===== config.mk =====
export PLATFORM = sky130hd
export DESIGN_NAME = hazard_controller
export DESIGN_NICKNAME = d
export VERILOG_FILES = /design/src/rtl/hazard_controller_pkg.sv /design/src/rtl/hazard_counters.sv /design/src/rtl/hazard_controller.sv
export SDC_FILE = /design/constraint.sdc
export NUM_CORES = 1
export LEC_CHECK = 0
export CAP_MARGIN = 0
export CORE_MARGIN = 3
export CORE_UTILIZATION = 41
export DETAILED_ROUTE_END_ITERATION = 12
export PLACE_DENSITY_LB_ADDON = 0.2
export SLEW_MARGIN = 20
export SYNTH_ARGS = -nofsm -noshare
export SYNTH_HDL_FRONTEND = slang
export SYNTH_SLANG_ARGS = --single-unit

===== constraint.sdc =====
create_clock -name CLK -period 2.8 [get_ports CLK]
set_input_delay 0.7 -clock CLK [delete_from_list [all_inputs] [get_ports CLK]]
set_output_delay 0.7 -clock CLK [all_outputs]
set_load 0.03 [all_outputs]

===== src/rtl/hazard_controller_pkg.sv =====
// Shared pipeline types for the hazard controller: stall status, FSM states,
// the bundled latch-control word and the load-use match helper.
package hazard_controller_pkg;

  typedef enum logic [2:0] {
    NO_STALL   = 3'd0,
    IFID_STALL = 3'd1,
    IDEX_STALL = 3'd2,
    FULL_STALL = 3'd3
  } pipe_stall_t;

  typedef enum logic [1:0] {
    RUN    = 2'd0,
    DWAIT  = 2'd1,
    HALTED = 2'd2
  } hzd_state_t;

  // Bit order is fixed so the datapath top can slice the word directly.
  typedef struct packed {
    logic pc_en;
    logic ifid_en;
    logic ifid_flush;
    logic idex_en;
    logic idex_flush;
    logic exmem_en;
    logic exmem_flush;
    logic memwb_en;
  } pipe_ctrl_t;

  localparam logic [4:0] REG_ZERO = 5'd0;

  localparam pipe_ctrl_t CTRL_ADVANCE = '{
    pc_en: 1'b1, ifid_en: 1'b1, ifid_flush: 1'b0, idex_en: 1'b1,
    idex_flush: 1'b0, exmem_en: 1'b1, exmem_flush: 1'b0, memwb_en: 1'b1
  };

  localparam pipe_ctrl_t CTRL_FREEZE = '0;

  localparam pipe_ctrl_t CTRL_RESET = '{
    pc_en: 1'b0, ifid_en: 1'b0, ifid_flush: 1'b1, idex_en: 1'b0,
    idex_flush: 1'b1, exmem_en: 1'b0, exmem_flush: 1'b1, memwb_en: 1'b0
  };

  // $zero is hardwired, so a load targeting it can never create a hazard.
  function automatic logic load_use_hit(input logic       idex_rd,
                                        input logic [4:0] idex_rt,
                                        input logic [4:0] rs,
                                        input logic [4:0] rt);
    return idex_rd && (idex_rt != REG_ZERO) && ((idex_rt == rs) || (idex_rt == rt));
  endfunction

endpackage


===== src/rtl/hazard_counters.sv =====
// Saturating stall-cycle and redirect-flush performance counters.
module hazard_counters #(
  parameter int CNT_W = 32
) (
  input  logic             CLK,
  input  logic             nRST,
  input  logic             stall_inc,
  input  logic             flush_inc,
  output logic [CNT_W-1:0] stall_cycles,
  output logic [CNT_W-1:0] flush_count
);

  // NOTE: sequential state uses non-blocking assignments so every register
  // samples pre-edge values regardless of process ordering.
  always_ff @(posedge CLK or negedge nRST) begin
    if (!nRST) begin
      stall_cycles <= '0;
      flush_count  <= '0;
    end else begin
      if (stall_inc && (stall_cycles != '1)) stall_cycles <= stall_cycles + CNT_W'(1);
      if (flush_inc && (flush_count != '1))  flush_count  <= flush_count + CNT_W'(1);
    end
  end

endmodule


===== src/rtl/hazard_controller.sv =====
// Pipeline hazard sequencer: per-cycle latch enables/flushes, PC hold,
// halt drain/lock FSM and performance counters.
module hazard_controller #(
  parameter int CNT_W = 32
) (
  input  logic             CLK,
  input  logic             nRST,
  input  logic             ihit,
  input  logic             dhit,
  input  logic [4:0]       ifid_rs,
  input  logic [4:0]       ifid_rt,
  input  logic             idex_DataRead,
  input  logic [4:0]       idex_rt,
  input  logic             exmem_DataRead,
  input  logic             exmem_DataWrite,
  input  logic             ex_redirect,
  input  logic             memwb_Halt,
  output logic             pc_en,
  output logic             ifid_en,
  output logic             ifid_flush,
  output logic             idex_en,
  output logic             idex_flush,
  output logic             exmem_en,
  output logic             exmem_flush,
  output logic             memwb_en,
  output logic [2:0]       stall,
  output logic             halt,
  output logic [CNT_W-1:0] stall_cycles,
  output logic [CNT_W-1:0] flush_count
);
  import hazard_controller_pkg::*;

  hzd_state_t  state, next_state;
  pipe_ctrl_t  ctrl;
  pipe_stall_t stall_s;
  logic        halt_s;
  logic        flush_take;
  logic        dmem_pending;

  assign dmem_pending = (exmem_DataRead || exmem_DataWrite) && !dhit;

  always_ff @(posedge CLK or negedge nRST) begin
    if (!nRST) state <= RUN;
    else       state <= next_state;
  end

  // NOTE: every signal driven here gets a default first, so no path can
  // leave it unassigned and infer a latch.
  always_comb begin
    next_state = state;
    ctrl       = CTRL_ADVANCE;
    stall_s    = NO_STALL;
    halt_s     = 1'b0;
    flush_take = 1'b0;

    if (!nRST) begin
      ctrl = CTRL_RESET;
    end else if (state == HALTED) begin
      ctrl    = CTRL_FREEZE;
      stall_s = FULL_STALL;
      halt_s  = 1'b1;
    end else if (memwb_Halt) begin
      // MEM/WB already holds the halt; freeze everything behind it.
      next_state = HALTED;
      ctrl       = CTRL_FREEZE;
      stall_s    = FULL_STALL;
    end else if (dmem_pending) begin
      // ID/EX is frozen here, so a coincident redirect is re-presented later.
      next_state = DWAIT;
      ctrl       = CTRL_FREEZE;
      stall_s    = FULL_STALL;
    end else begin
      next_state = RUN;
      if (ex_redirect) begin
        ctrl.ifid_flush = 1'b1;
        ctrl.idex_flush = 1'b1;
        stall_s         = IDEX_STALL;
        flush_take      = 1'b1;
      end else if (load_use_hit(idex_DataRead, idex_rt, ifid_rs, ifid_rt)) begin
        ctrl.pc_en      = 1'b0;
        ctrl.ifid_en    = 1'b0;
        ctrl.idex_flush = 1'b1;
        stall_s         = IFID_STALL;
      end else if (!ihit) begin
        ctrl.pc_en      = 1'b0;
        ctrl.ifid_en    = 1'b0;
        ctrl.ifid_flush = 1'b1;
        stall_s         = IFID_STALL;
      end
    end
  end

  assign pc_en       = ctrl.pc_en;
  assign ifid_en     = ctrl.ifid_en;
  assign ifid_flush  = ctrl.ifid_flush;
  assign idex_en     = ctrl.idex_en;
  assign idex_flush  = ctrl.idex_flush;
  assign exmem_en    = ctrl.exmem_en;
  assign exmem_flush = ctrl.exmem_flush;
  assign memwb_en    = ctrl.memwb_en;
  assign stall       = stall_s;
  assign halt        = halt_s;

  hazard_counters #(.CNT_W(CNT_W)) u_counters (
    .CLK          (CLK),
    .nRST         (nRST),
    .stall_inc    ((stall_s != NO_STALL) && (state != HALTED)),
    .flush_inc    (flush_take),
    .stall_cycles (stall_cycles),
    .flush_count  (flush_count)
  );

endmodule


==> out/summary.json <==
{
  "status": {"value": "completed"},
  "globalRoute.busiestLayer": {"value": "met2"},
  "nets": {"value": 503},
  "synth_warnings": {"value": 0},
  "synthCells": {"value": 350},
  "hpwl": {"value": 6350, "unit": "µm"},
  "worst_slack": {"value": 0.0351, "unit": "ns"},
  "h-tree-depth": {"value": 3},
  "groute.layer.met1.usage": {"value": 0.248},
  "slew_at_the_pin_closest_to_its_max_slew_limit": {"value": 0.541, "unit": "ns"},
  "worst_path_largest_cell_delay": {"value": 0.52, "unit": "ns"},
  "clock_skew": {"value": 0.0118, "unit": "ns"},
  "holdCritPathClass": {"value": "in -> async"},
  "rsz0062_at_grt": {"value": "yes"},
  "vdd.ir_drop.worst": {"value": 0.315, "unit": "mV"},
  "commonest_register_cell_after_synthesis": {"value": "sky130_fd_sc_hd__dfrtp_1"},
  "postSynth.asyncResetShare": {"value": 1.00},
  "post_cts_hold_buffer_count": {"value": 0},
  "postRouteWirelength": {"value": 8540, "unit": "µm"},
  "cts_buffers": {"value": 9},
  "dr.pass1.iters": {"value": 4},
  "setup.worst_path.start_class": {"value": "input pin"},
  "critical_path.reg2reg.endpoint": {"value": "u_counters.stall_cycles[1]"},
  "reg2regPathDepth": {"value": 7},
  "startpoint": {"value": "idex_rt[4]"},
  "reg2reg_setup_slack": {"value": 0.44, "unit": "ns"},
  "area_growth_syn_to_layout": {"value": 42.7, "unit": "%"},
  "timing.critical_path.to_type": {"value": "output port"},
  "timing_hold_violations_final": {"value": 0},
  "die-height": {"value": 98.4, "unit": "µm"},
  "post-route-util": {"value": 0.605},
  "syn-cell-area": {"value": 3500, "unit": "µm²"},
  "grt_antenna_before_repair": {"value": 0},
  "crit_arrival": {"value": 2.06, "unit": "ns"},
  "synthDistinctLibCells": {"value": 48},
  "maxCapViolCount": {"value": 0},
  "post_synth.cell_area_avg": {"value": 10.0, "unit": "µm²"},
  "io_buffer_count": {"value": 98},
  "clock_path_buffers": {"value": 2},
  "layout.filler_cells": {"value": 744},
  "detail_route.drc_violations": {"value": 0},
  "final_period_minus_worst_setup_slack": {"value": 2.76, "unit": "ns"},
  "final-setup-viol-count": {"value": 0},
  "maximum_number_of_pins_on_one_net_before_global_route_repair": {"value": 44},
  "chipWidth": {"value": 98.4, "unit": "µm"},
  "worst-path-max-fanout": {"value": 3},
  "post_synth_edffs": {"value": 0},
  "clk_latency": {"value": 0.34, "unit": "ns"},
  "detailroute.via_count": {"value": 3035},
  "finalPower": {"value": 0.00251, "unit": "W"},
  "grt_use_total": {"value": 0.183},
  "yosysTopAreaCell": {"value": "sky130_fd_sc_hd__dfrtp_1"},
  "boundaryPins": {"value": 100},
  "cts.sink_count": {"value": 66},
  "synth_largest_type_area_fraction": {"value": 0.472},
  "use_met3": {"value": 0.0600},
  "slew_violations": {"value": 0},
  "placeableCoreArea": {"value": 8260, "unit": "µm²"},
  "drive_above_1_share": {"value": 0.172},
  "antennaDiodeCount": {"value": 0},
  "most_common_cell_after_layout_fill_and_taps_aside": {"value": "sky130_fd_sc_hd__clkdlybuf4s50_1"},
  "layout_common_cells": {"value": "sky130_fd_sc_hd__clkdlybuf4s50_1 (69), sky130_fd_sc_hd__dfrtp_1 (66), sky130_fd_sc_hd__xnor2_1 (42), sky130_fd_sc_hd__nor2_1 (30)"},
  "postSynthNetCount": {"value": 376},
  "grt_ovf": {"value": 0},
  "timing.critical_path.required": {"value": 2.10, "unit": "ns"},
  "crit_path_top_delay_cell": {"value": "sky130_fd_sc_hd__or4_4"},
  "wl_per_cell": {"value": 14.6, "unit": "µm"},
  "preCtsSetupSlack": {"value": -0.701, "unit": "ns"},
  "rr_startpoint": {"value": "u_counters.stall_cycles[0]"},
  "routed_via_density": {"value": 5.17},
  "static-leakage-power": {"value": 2.27, "unit": "nW"},
  "ys_seq_area_frac": {"value": 0.472},
  "final.period_utilization": {"value": 0.987},
  "row_count": {"value": 33},
  "timing_worst_setup_path_type": {"value": "in -> out"},
  "max_slew_headroom": {"value": 0.639},
  "detailedRoute.firstIterationViolations": {"value": 122},
  "netlist_top_cells_area": {"value": "sky130_fd_sc_hd__dfrtp_1 (47%), sky130_fd_sc_hd__xnor2_1 (11%), sky130_fd_sc_hd__xor2_1 (6.8%), sky130_fd_sc_hd__nand4_1 (4.3%), sky130_fd_sc_hd__nand3_1 (3.7%)"},
  "maxClockFrequency": {"value": 0.362, "unit": "GHz"},
  "place.gp.congestion": {"value": 0.755},
  "initial_core_util": {"value": 0.424},
  "postRouteAntennaNets": {"value": 0},
  "cts.reportedPaths.clkPinSlew": {"value": 0.07, "unit": "ns"},
  "synth_seq_cells": {"value": 66},
  "grt_use_met2": {"value": 0.277},
  "floorplan.die_area": {"value": 9680, "unit": "µm²"},
  "cts.root.buffer_cell": {"value": "sky130_fd_sc_hd__clkbuf_8"},
  "tns": {"value": 0, "unit": "ns"},
  "cts_tree": {"value": "done"},
  "p_per_area": {"value": 502, "unit": "nW/µm²"},
  "wire_length_of_the_first_global_routing_pass": {"value": 14400, "unit": "µm"},
  "grt_pass1_vias": {"value": 3065},
  "critical_path.cell_chain": {"value": "buf_8, or4_4, o21ai_2, nand2b_4, a21o_1, and2_4, buf_6"}
}
worst max-delay path by stage:
stage | endpoint | cells past startpoint | slack [ns]
floorplan | pc_en | 6 | -0.05
global placement | idex_flush | 7 | -0.67
detailed placement | idex_flush | 7 | -0.70
CTS | idex_flush | 9 | 0.008
global route | ifid_en | 7 | -0.03
finish | ifid_en | 7 | 0.04
per-stage QoR:
stage	hold WS, ns	cells	cell area (µm²)
6_report	0.399	587	5000
2_1_floorplan	0.404	350	3510
5_1_grt	0.397	587	5000
3_3_place_gp	0.477	565	4700
4_1_cts	0.382	586	4960
3_5_place_dp	0.480	565	4700
layer usage:
| layer | wire length (µm) | vias up |
|---|---|---|
| li1 | - | 1469 |
| met1 | 3980 | 1476 |
| met2 | 3900 | 80 |
| met3 | 539 | 10 |
| met4 | 115 | 0 |
| met5 | 0 | - |
registers in the layout (all words and copies together), names as in the netlist:
| signal | cells |
|---|---|
| u_counters.stall_cycles | 32 |
| state | 2 |
| u_counters.flush_count | 32 |
kinds of logic after synthesis:
group,share of synthesized area
buffers and inverters,0.0293
other,0.00107
and+or+nand+nor,0.264
muxes,0.0107
DFF,0.472
AOI/OAI and AO/OA,0.0382
xor gates and xnor gates,0.178
adders and majority gates,0.00715
cell usage after synthesis, types with 2 or more instances:
| cell type | n |
|---|---|
| sky130_fd_sc_hd__and3_2 | 2 |
| sky130_fd_sc_hd__and2_1 | 2 |
| sky130_fd_sc_hd__inv_1 | 8 |
| sky130_fd_sc_hd__a21o_1 | 3 |
| sky130_fd_sc_hd__xnor2_1 | 44 |
| sky130_fd_sc_hd__a21oi_1 | 5 |
| sky130_fd_sc_hd__mux2_1 | 2 |
| sky130_fd_sc_hd__and2_2 | 2 |
| sky130_fd_sc_hd__nand4_1 | 24 |
| sky130_fd_sc_hd__xor2_1 | 27 |
| sky130_fd_sc_hd__ha_1 | 2 |
| sky130_fd_sc_hd__and3_1 | 16 |
| sky130_fd_sc_hd__buf_4 | 4 |
| sky130_fd_sc_hd__nor2_1 | 30 |
| sky130_fd_sc_hd__nor3_1 | 13 |
| sky130_fd_sc_hd__buf_2 | 4 |
| sky130_fd_sc_hd__nand3_1 | 26 |
| sky130_fd_sc_hd__dfrtp_1 | 66 |
| sky130_fd_sc_hd__and4_1 | 9 |
| sky130_fd_sc_hd__nand2b_1 | 3 |
| sky130_fd_sc_hd__o21ai_1 | 3 |
| sky130_fd_sc_hd__nand2_1 | 29 |
cell type report:
| type | instances | area (µm²) | area share |
|---|---|---|---|
| multi-input combinational | 264 | 1790 | 0.359 |
| sequential | 66 | 1650 | 0.330 |
| timing repair buffer | 127 | 1180 | 0.237 |
| clock buffer | 10 | 138 | 0.0275 |
| tap | 105 | 131 | 0.0263 |
| clock inverter | 6 | 66.3 | 0.0133 |
| inverter | 9 | 33.8 | 0.00676 |
worst max-delay path: cells and delay by family:
kind / cells / cell delay (ns)
and+or+nand+nor: 3 / 0.84
AOI/OAI and AO/OA: 2 / 0.30
buffers and inverters: 2 / 0.22
report_power, final:
group	switching [W]	leakage [nW]	internal (W)
sequential	0.0000865	0.894	0.00101
clock	0.000388	0.0945	0.000435
combinational	0.000318	1.28	0.000268
repair_timing:
action / in CTS / in global routing
pin swaps: 19 / 12
endpoints found under the setup margin: 9 / 4
setup buffers: 6 / 1
resized for setup: 49 / 15
Note: power is estimated with default switching activity, not from simulation.
==> patch: new RTL, same settings <==
The package constant `REG_ZERO` goes from 5'd0 to 5'd1.
--- a/src/rtl/hazard_controller_pkg.sv
+++ b/src/rtl/hazard_controller_pkg.sv
@@ -27,7 +27,7 @@
     logic memwb_en;
   } pipe_ctrl_t;
 
-  localparam logic [4:0] REG_ZERO = 5'd0;
+  localparam logic [4:0] REG_ZERO = 5'd1;
 
   localparam pipe_ctrl_t CTRL_ADVANCE = '{
     pc_en: 1'b1, ifid_en: 1'b1, ifid_flush: 1'b0, idex_en: 1'b1,
Behaviour: not the same (Yosys sat finds a counterexample within 4 cycles, from zero or initial values and one cycle with nRST low).
==> patch against the original RTL <==
Power rose by 0.93%. Cell area fell by 2.9%. First-iteration DRC count fell by 51%. Global-route usage barely moved. Wire length fell by 7.7%. Sequential cell count did not move. Setup slack improved by 0.021 ns. Area after synthesis fell by 4.5%.
==> patch: results (changes against the original RTL) <==
* Status: finished clean (unchanged)
* FF-to-FF setup slack at 0.54 ns (was 0.44 ns)
* Most frequent cells after synthesis: sky130_fd_sc_hd__dfrtp_1 (66), sky130_fd_sc_hd__xnor2_1 (49), sky130_fd_sc_hd__nand2_1 (29), sky130_fd_sc_hd__xor2_1 (23) (was sky130_fd_sc_hd__dfrtp_1 (66), sky130_fd_sc_hd__xnor2_1 (44), sky130_fd_sc_hd__nor2_1 (30), sky130_fd_sc_hd__nand2_1 (29), sky130_fd_sc_hd__xor2_1 (27))
* Regs by FF count: u_counters.flush_count x32, u_counters.stall_cycles x32, state x2 (unchanged)
* Total number of vias at 2709 (was 3035)
* Crit path from: ifid_rt[2] (was idex_rt[4])
* Peak fanout along the critical path at 2 (was 3)
* Per-cell routed wire length at 14.4 microns (was 14.6 microns)
* Syn_area_per_cell at 10.6 sq um (was 10.0 sq um)
* Reg-to-Reg Start: state[0] (was u_counters.stall_cycles[0])
* Leakage power figure at 2.13 nW (was 2.27 nW)
* Pin count of the biggest net entering global routing at 33 (was 44)
* Starting DRC count in detailed routing at 60 (was 122)
* Number of antenna violations at the first check in global routing at 1 (was 0)
* Maximum level of the CTS H-tree at 3 (unchanged)
* Achievable clock frequency at 0.364 GHz (was 0.362 GHz)
* Post-synthesis net count at 341 (was 376)
* Arrival time of data at the critical path endpoint at 2.04 ns (was 2.06 ns)
* Reg-to-reg endpoint: u_counters.stall_cycles[20] (was u_counters.stall_cycles[1])
* Routability congestion estimate at 0.794 (was 0.755)
* Count of unique library cells instantiated by Yosys at 41 (was 48)
* Via density at 4.94 (was 5.17)
* Worst reg-to-reg path cell count at 9 (was 7)
* Vias in the first global route at 2754 (was 3065)
* Fillers at 704 (was 744)
* Post-layout nets at 466 (was 503)
* DR pass1 iterations at 4 (unchanged)
* Post-Place Setup Slack at -0.857 ns (was -0.701 ns)
* Hold Path Class: in -> async (unchanged)
* Worst ir drop on vdd at 0.000320 V (was 0.000315 V)
* Estimated wirelength of the detail-placed design at 5800 microns (was 6350 microns)
* Quantity of hold-fixing buffers added after cts at 0 (unchanged)
* Crit path capture: ifid_flush (was ifid_en)
* Clock skew at 0.00512 ns (was 0.0118 ns)
* Total placed cells including tap cells at 530 (was 565)
* Wire length of the first global-routing pass at 13100 microns (was 14400 microns)
* Cell types with the largest area share after synthesis: sky130_fd_sc_hd__dfrtp_1 (49%), sky130_fd_sc_hd__xnor2_1 (13%), sky130_fd_sc_hd__xor2_1 (6.0%), sky130_fd_sc_hd__nand4_1 (3.4%), sky130_fd_sc_hd__nand2_1 (3.3%) (was sky130_fd_sc_hd__dfrtp_1 (47%), sky130_fd_sc_hd__xnor2_1 (11%), sky130_fd_sc_hd__xor2_1 (6.8%), sky130_fd_sc_hd__nand4_1 (4.3%), sky130_fd_sc_hd__nand3_1 (3.7%))
* Sequential share of the synthesized area at 49.4% (was 47.2%)
* Global-route total usage across every layer at 18.3% (about the same)
* Number of buffers on the longest clock path at 2 (unchanged)
* Layout cells sized above 1 at 20.2% (was 17.2%)
* Clock latency on the worst-skew pair at 0.33 ns
[patch: repair_timing]
action,4_1_cts,5_1_grt
gates resized for setup,57,19
setup endpoints to repair,9,9
pin swaps,11,8
setup buffers,2,1
[patch: power by group]
part	switching, W	internal (W)
sequential	0.0000788	0.00101
clock	0.000373	0.000523
combinational	0.000302	0.000246
total	0.000754	0.00178
[patch: worst min path at each step]
| stage | startpoint | endpoint | slack [ns] | cells past startpoint |
|---|---|---|---|---|
| 4_1_cts | nRST | u_counters.flush_count[5] | 0.33 | 2 |
| 5_1_grt | nRST | u_counters.flush_count[2] | 0.33 | 2 |
| 3_3_place_gp | u_counters.stall_cycles[10] | u_counters.stall_cycles[10] | 0.48 | 1 |
| 3_5_place_dp | u_counters.flush_count[6] | u_counters.flush_count[6] | 0.48 | 1 |
| 6_report | nRST | u_counters.flush_count[2] | 0.34 | 2 |
| 2_1_floorplan | nRST | state[0] | 0.40 | 0 |
[patch: worst max-delay path: stages]
cell,delay [ns]
sky130_fd_sc_hd__dlygate4sd2_1,0.24
sky130_fd_sc_hd__xor2_1,0.14
sky130_fd_sc_hd__nor3_2,0.17
sky130_fd_sc_hd__a22oi_2,0.12
sky130_fd_sc_hd__buf_4,0.16
sky130_fd_sc_hd__nor2_4,0.10
sky130_fd_sc_hd__nor2_1,0.05
sky130_fd_sc_hd__o21ai_1,0.13
sky130_fd_sc_hd__nand2_1,0.08
sky130_fd_sc_hd__buf_6,0.14
[patch: cell type report]
class	count	area, sq um	area share [%]
well taps	102	128	2.63
inverters	7	26.3	0.541
repair buffers	123	1170	24.1
multi-input cells	233	1660	34.2
clock buffers	11	141	2.91
diodes	1	2.50	0.0515
clock inverters	5	77.6	1.60
flip-flops and latches	66	1650	34.0
[patch: cells by family after synthesis]
family / share of synthesized area [%]
DFF: 49.4
buffers and inverters: 2.96
other: 0.112
muxes: 0.674
AOI/OAI and AO/OA: 2.92
xor gates and xnor gates: 18.9
and+or+nand+nor: 24.3
adders and majority gates: 0.749
[patch: metal layers]
metal	track usage, %	share of wire (%)
met1	21.5	41
met2	31.6	52
met3	5.79	5.3
met4	5.81	1.9
met5	0	0
[patch: per-stage QoR]
stage | cell area (sq um) | hold WS [ns]
floorplan | 3340 | 0.404
CTS | 4790 | 0.326
global placement | 4550 | 0.475
global route | 4850 | 0.333
finish | 4850 | 0.342
detailed placement | 4550 | 0.478
